**src/rtl/trig_capture.sv**
```systemverilog
// trig_capture: ring-buffer capture around a level-crossing trigger, replayed over valid/ready
module trig_capture #(
  parameter int DATA_W   = 12,
  parameter int ADDR_W   = 8,
  parameter int PRE_TRIG = 64
) (
  input  logic              sys_clk,
  input  logic              rst_n,
  input  logic              sample_en,
  input  logic [DATA_W-1:0] adc_data,
  input  logic [DATA_W-1:0] trig_level,
  input  logic              edge_sel,
  input  logic              arm,
  input  logic              single_mode,
  input  logic              stop,
  input  logic              rd_ready,
  output logic              rd_valid,
  output logic [DATA_W-1:0] rd_data,
  output logic              rd_last,
  output logic              triggered,
  output logic [2:0]        state
);
  localparam logic [2:0] IDLE = 3'd0, PRE = 3'd1, WAIT = 3'd2, POST = 3'd3, READ = 3'd4;
  localparam logic [ADDR_W:0]   DEPTH_C    = {1'b1, {ADDR_W{1'b0}}};
  localparam logic [ADDR_W:0]   POST_N     = DEPTH_C - (ADDR_W+1)'(PRE_TRIG);
  localparam logic [ADDR_W-1:0] PRE_P      = ADDR_W'(PRE_TRIG);
  localparam logic [ADDR_W-1:0] PRE_N1     = ADDR_W'(PRE_TRIG - 1);
  localparam logic              SHORT_POST = PRE_TRIG == (1 << ADDR_W) - 1;

  logic [DATA_W-1:0] mem [1 << ADDR_W];
  logic [DATA_W-1:0] ram_q;
  logic [2:0]        state_q, state_d;
  logic [ADDR_W-1:0] wr_ptr_q, wr_ptr_d, pre_cnt_q, pre_cnt_d, trig_ptr_q, trig_ptr_d, rd_ptr_q, rd_ptr_d;
  logic [ADDR_W:0]   post_cnt_q, post_cnt_d, post_inc, iss_cnt_q, iss_cnt_d;
  logic [DATA_W-1:0] prev_q, prev_d, rd_data_q, rd_data_d;
  logic prev_valid_q, prev_valid_d, first_q, first_d, ram_vld_q, ram_vld_d;
  logic rd_valid_q, rd_valid_d, rd_last_q, rd_last_d, triggered_q, triggered_d;
  logic capturing, wr_en, hit, trig, xfer, done, issue, post_done, to_read, start;

  // Next-state logic: capture sequencing, trigger detection and the replay pipeline
  always_comb begin
    capturing = state_q == PRE || state_q == WAIT || state_q == POST;
    wr_en     = capturing && sample_en;
    hit       = edge_sel ? (prev_q > trig_level && adc_data <= trig_level)
                         : (prev_q < trig_level && adc_data >= trig_level);
    trig      = state_q == WAIT && sample_en && prev_valid_q && hit && !stop;
    xfer      = rd_valid_q && rd_ready;
    done      = xfer && rd_last_q;
    issue     = state_q == READ && (first_q || (xfer && !rd_last_q));
    post_inc  = post_cnt_q + 1'b1;
    post_done = state_q == POST && sample_en && !stop && post_inc == POST_N;
    to_read   = (trig && SHORT_POST) || post_done;
    state_d   = state_q;
    if (state_q == IDLE && arm && !stop) state_d = PRE;
    else if (capturing && stop) state_d = IDLE;
    else if (state_q == PRE && sample_en && pre_cnt_q == PRE_N1) state_d = WAIT;
    else if (to_read) state_d = READ;
    else if (trig) state_d = POST;
    else if (done) state_d = (single_mode || stop) ? IDLE : PRE;
    start        = state_d == PRE && state_q != PRE;
    wr_ptr_d     = start ? '0 : wr_en ? wr_ptr_q + 1'b1 : wr_ptr_q;
    pre_cnt_d    = start ? '0 : (state_q == PRE && sample_en) ? pre_cnt_q + 1'b1 : pre_cnt_q;
    post_cnt_d   = start ? '0 : trig ? (ADDR_W+1)'(1) : (state_q == POST && sample_en) ? post_inc : post_cnt_q;
    prev_d       = wr_en ? adc_data : prev_q;
    prev_valid_d = start ? 1'b0 : wr_en ? 1'b1 : prev_valid_q;
    trig_ptr_d   = trig ? wr_ptr_q : trig_ptr_q;
    rd_ptr_d     = to_read ? (state_q == WAIT ? wr_ptr_q : trig_ptr_q) - PRE_P
                 : issue ? rd_ptr_q + 1'b1 : rd_ptr_q;
    iss_cnt_d    = to_read ? '0 : issue ? iss_cnt_q + 1'b1 : iss_cnt_q;
    first_d      = to_read;
    ram_vld_d    = issue;
    rd_valid_d   = ram_vld_q ? 1'b1 : xfer ? 1'b0 : rd_valid_q;
    rd_data_d    = ram_vld_q ? ram_q : rd_data_q;
    rd_last_d    = ram_vld_q ? iss_cnt_q == DEPTH_C : xfer ? 1'b0 : rd_last_q;
    triggered_d  = trig;
  end

  // Sample buffer: write port during capture, registered read port during replay
  always_ff @(posedge sys_clk) begin
    if (wr_en) mem[wr_ptr_q] <= adc_data;
    if (issue) ram_q <= mem[rd_ptr_q];
  end

  // Control and output registers, cleared asynchronously
  always_ff @(posedge sys_clk or negedge rst_n) begin
    if (!rst_n) begin
      state_q      <= IDLE;
      wr_ptr_q     <= '0;
      pre_cnt_q    <= '0;
      post_cnt_q   <= '0;
      prev_q       <= '0;
      prev_valid_q <= 1'b0;
      trig_ptr_q   <= '0;
      rd_ptr_q     <= '0;
      iss_cnt_q    <= '0;
      first_q      <= 1'b0;
      ram_vld_q    <= 1'b0;
      rd_valid_q   <= 1'b0;
      rd_data_q    <= '0;
      rd_last_q    <= 1'b0;
      triggered_q  <= 1'b0;
    end else begin
      state_q      <= state_d;
      wr_ptr_q     <= wr_ptr_d;
      pre_cnt_q    <= pre_cnt_d;
      post_cnt_q   <= post_cnt_d;
      prev_q       <= prev_d;
      prev_valid_q <= prev_valid_d;
      trig_ptr_q   <= trig_ptr_d;
      rd_ptr_q     <= rd_ptr_d;
      iss_cnt_q    <= iss_cnt_d;
      first_q      <= first_d;
      ram_vld_q    <= ram_vld_d;
      rd_valid_q   <= rd_valid_d;
      rd_data_q    <= rd_data_d;
      rd_last_q    <= rd_last_d;
      triggered_q  <= triggered_d;
    end
  end

  assign rd_valid  = rd_valid_q;
  assign rd_data   = rd_data_q;
  assign rd_last   = rd_last_q;
  assign triggered = triggered_q;
  assign state     = state_q;
endmodule

```
**config.mk**
```make
export PLATFORM = sky130hd
export DESIGN_NAME = trig_capture
export DESIGN_NICKNAME = d
export VERILOG_FILES = /design/src/rtl/trig_capture.sv
export SDC_FILE = /design/constraint.sdc
export NUM_CORES = 2
export LEC_CHECK = 0
export ABC_AREA = 1
export CAP_MARGIN = 20
export CORE_MARGIN = 8
export CORE_UTILIZATION = 30
export DETAILED_ROUTE_END_ITERATION = 8
export DONT_BUFFER_PORTS = 1
export PLACE_DENSITY = 0.53
export SYNTH_ARGS = -nofsm -noshare
export SYNTH_HDL_FRONTEND = slang
export SYNTH_SLANG_ARGS = --single-unit
```
**constraint.sdc**
```tcl
create_clock -name sys_clk -period 3.4 [get_ports sys_clk]
set_clock_uncertainty 0.2 [all_clocks]
set_input_delay 0.85 -clock sys_clk [delete_from_list [all_inputs] [get_ports sys_clk]]
set_output_delay 0.85 -clock sys_clk [all_outputs]
set_load 0.01 [all_outputs]
```
==> results.json <==
{
  "placeableCoreArea_sq_mm": 0.416,
  "areaGrowthSynthToFinish_pct": 17.5,
  "fmax_mhz": 300,
  "met1_length_um": 165000,
  "end_of_the_worst_register_to_register_path": "ram_q[0]$_DFFE_PP_",
  "crit_chain": "buf_12, buf_12, buf_12, o21ai_0, o221ai_1, nand3_1, nand3_1, nand3_1, nand3_1, nand3_1, nand2_1",
  "maxCapViolations": 0,
  "min-delay-path-class": "primary input to flop",
  "netlist_area_sq_mm": 0.125,
  "regToRegSetupSlack_ps": 60,
  "placementRows": 237,
  "nets": 9917,
  "routedWlPerCell_um": 24.8,
  "cts.repair_timing.setup_buffer_count": 0,
  "path_common_cell": "nand3_1",
  "combinationalPowerShare": 0.014,
  "synth_top_flop_cell": "edfxtp_1",
  "worst-path-max-fanout": 75,
  "place_inst": 15000,
  "finalHoldViolCount": 0,
  "grt_antenna_before_repair": 22,
  "worstSetupStartpointType": "flop",
  "share_clk_of_total_power": 0.453,
  "cpMaxStageDelayCell": "dfrtp_4",
  "wire_length_of_the_first_global_routing_pass_um": 558000,
  "groute.usage.overall": 0.170,
  "dp_hpwl_um": 216000,
  "arr_time_crit_path_ps": 3950,
  "clk_latency_ps": 950,
  "setup_viol": 0,
  "vdd_ir_drop_max_mv": 0.378,
  "synth.yosys.warnings": 0,
  "timing.final.crit_share": 0.981,
  "drc": 0,
  "violations": "slew limit",
  "worst_setup_path_startpoint": "rd_ptr_q[0]$_DFFE_PN0P_",
  "layout_min_cycle_time_ps": 3340,
  "synth_seq_area_share": 0.756,
  "worst_slew_margin_rel": -0.158,
  "cts_sinks": 3167,
  "hold_ws_ps": 58.2,
  "netSwitchingFraction": 0.202,
  "route.met3.wl_um": 30000,
  "type_of_the_setup_path_with_the_least_slack": "flop to flop",
  "synth-edff-count": 3084,
  "fin_cells": 15600,
  "wl_met2_um": 179000,
  "floorplan.die_area_sq_mm": 0.438,
  "power_frac_seq": 0.533,
  "post_synth.cell_area_avg_sq_um": 13.2,
  "rsz0062_at_grt": "true",
  "drtIter0Drc": 9321,
  "clock_tree_from_tritoncts": "done",
  "vias_per_cell": 5.25,
  "cts.reportedPaths.clkPinSlew_ps": 60,
  "final_estimated_routing_congestion_in_global_placement": 0.834,
  "worst_setup_path_end_kind": "flop",
  "slowest_delay_ps": 520,
  "final_tns_setup_ps": 0,
  "proportion_of_layout_cells_with_a_drive_suffix_above_1": 0.123,
  "clk_path_buf_depth": 4,
  "timing.reg2reg.worst_path_depth": 11,
  "internal_power_w": 0.0645,
  "grt_remaining_overflow": 0,
  "reg2reg_from": "rd_ptr_q[0]$_DFFE_PN0P_",
  "grt_pass1_vias": 78600,
  "worst_ep_required_time_ps": 4010,
  "cts_root_buf": "clkbuf_16",
  "maximum_number_of_pins_on_one_net_before_global_route_repair": 249,
  "ys_ff_latch": 3167,
  "die_height_um": 662,
  "synthDistinctLibCells": 49,
  "cellPowerDensity_mw_per_mm2": 549,
  "design.portCount": 50,
  "cts_inserted_buffers": 332,
  "die-width_um": 662,
  "crit_end": "ram_q[0]$_DFFE_PP_",
  "start_util": 0.301,
  "final-max-slew-violation-count": 92,
  "outcome": "complete, but fails checks",
  "synthArstFlopShare": 0.0262,
  "netSwitchingPower_w": 0.0163,
  "input_output_buffers": 0,
  "power.static_leakage_nw": 47.5,
  "drt_first_pass_iters": 6,
  "synthCells": 9492,
  "max_slew.worst_pin.slew_ps": 1740,
  "ant_nets": 0,
  "cts_max_level": 5,
  "top_signal_layer_used": "met5",
  "dr_total_vias": 82000,
  "total_length_of_routed_wires_um": 387000,
  "synth_nets": 9558
}
==> state kept, by name (all words and copies together) (netlist names), 3 cells and up <==
signal and cells:
wr_ptr_q 8, trig_ptr_q 8, iss_cnt_q 9, rd_ptr_q 8, rd_data 12, pre_cnt_q 8, post_cnt_q 9, state 3
mem 3072, ram_q 12, prev_q 12
==> power by group through the flow <==
stage / Clock, W / Sequential, W / Combinational (W)
after floorplan: 0 / 0.0439 / 0.000553
after global placement: 0 / 0.0439 / 0.000947
after detailed placement: 0 / 0.0439 / 0.000950
after CTS: 0.0371 / 0.0431 / 0.00113
after global routing: 0.0386 / 0.0431 / 0.00125
final: 0.0366 / 0.0431 / 0.00113
==> how the worst min path moves through the flow <==
stage / from / cells past startpoint / to
2_1_floorplan: ram_q[0]$_DFFE_PP_ / 2 / rd_data[0]$_DFFE_PN0P_
3_3_place_gp: trig_ptr_q[3]$_DFFE_PN0P_ / 2 / trig_ptr_q[3]$_DFFE_PN0P_
3_5_place_dp: trig_ptr_q[3]$_DFFE_PN0P_ / 2 / trig_ptr_q[3]$_DFFE_PN0P_
4_1_cts: adc_data[11] / 0 / mem[162][11]$_DFFE_PP_
5_1_grt: stop / 3 / triggered$_DFF_PN0_
6_report: stop / 3 / triggered$_DFF_PN0_
==> cells in the mapped netlist, types with 22 or more instances <==
cell,n,share of area
edfxtp_1,3084,0.74
nor2_1,1860,0.056
o21ai_0,1583,0.063
nand2_1,525,0.016
o22ai_1,472,0.024
clkbuf_1,437,0.013
nand3_1,418,0.017
o221ai_1,289,0.020
buf_2,216,0.0086
a21oi_1,140,0.0056
o211ai_1,99,0.0059
dfrtp_1,83,0.017
inv_1,75,0.0022
nand4_1,37,0.0018
ha_1,34,0.0034
buf_1,22,0.00066
xor2_1,22,0.0015
==> routing by layer <==
metal	vias to the layer above	global-route usage
met5	-	0
met4	6	0.0559
met3	566	0.0257
met2	3437	0.272
met1	41600	0.238
li1	36300	-
==> final cells by class <==
| cell class | count | area (sq um) |
|---|---|---|
| tap | 5497 | 6880 |
| antenna | 8 | 20.0 |
| inverter | 89 | 385 |
| sequential | 3167 | 94700 |
| timing repair buffer | 720 | 6890 |
| clock buffer | 403 | 8620 |
| clock inverter | 191 | 2290 |
| multi-input combinational | 5541 | 27300 |
| fill | 39800 | 269000 |
==> kinds of logic after synthesis <==
logic type / Yosys count / synth area share
compound gates: 2605 / 0.120
xor+xnor: 25 / 0.00175
fa+ha+maj: 34 / 0.00340
buf+inv: 784 / 0.0264
flops: 3167 / 0.756
mux: 1 / 0.0000800
simple gates: 2876 / 0.0922
==> cells in the final DEF (no fill, tap or decap), drive strengths merged, types with 2 or more instances in the layout <==
cell type	n
o31ai	2
dlygate4sd3	14
nand3	424
o211ai	99
clkbuf	403
xor2	22
a31oi	6
a21oi	141
o21ai	1586
dfrtp	83
buf	706
diode	8
o221ai	289
nand4	37
nor2	1873
bufinv	39
clkinv	129
o21bai	2
nand2	527
edfxtp	3084
ha	34
xnor2	3
nor3	6
clkinvlp	13
a21o	3
nor4	5
inv	99
o22ai	472
==> through the flow <==
| stage | instance area [sq um] | worst slack (ps) | power (W) | util |
|---|---|---|---|---|
| global placement | 136000 | -294 | 0.0449 | 0.326 |
| global route | 147000 | -36.2 | 0.0829 | 0.354 |
| detailed placement | 136000 | -273 | 0.0449 | 0.326 |
| finish | 147000 | 62.9 | 0.0808 | 0.354 |
| floorplan | 125000 | 236 | 0.0444 | - |
| CTS | 147000 | 2.83 | 0.0814 | 0.353 |
==> what timing repair did <==
| action | in CTS | in global routing |
|---|---|---|
| setup endpoints to repair | 5 | 8 |
| resized for setup | 9 | 12 |
| hold buffers | 23 | 1 |
| hold endpoints to repair | 439 | 1 |
==> critical path: cells and delay by family, from the launching register on <==
family                 cells  cell delay [ps]
AND/OR/NAND/NOR            6              980
AO/OA/AOI/OAI              2              500
flip-flops                 1              520
buffers and inverters      3              920
No activity file was read; power rests on OpenSTA's default activity.
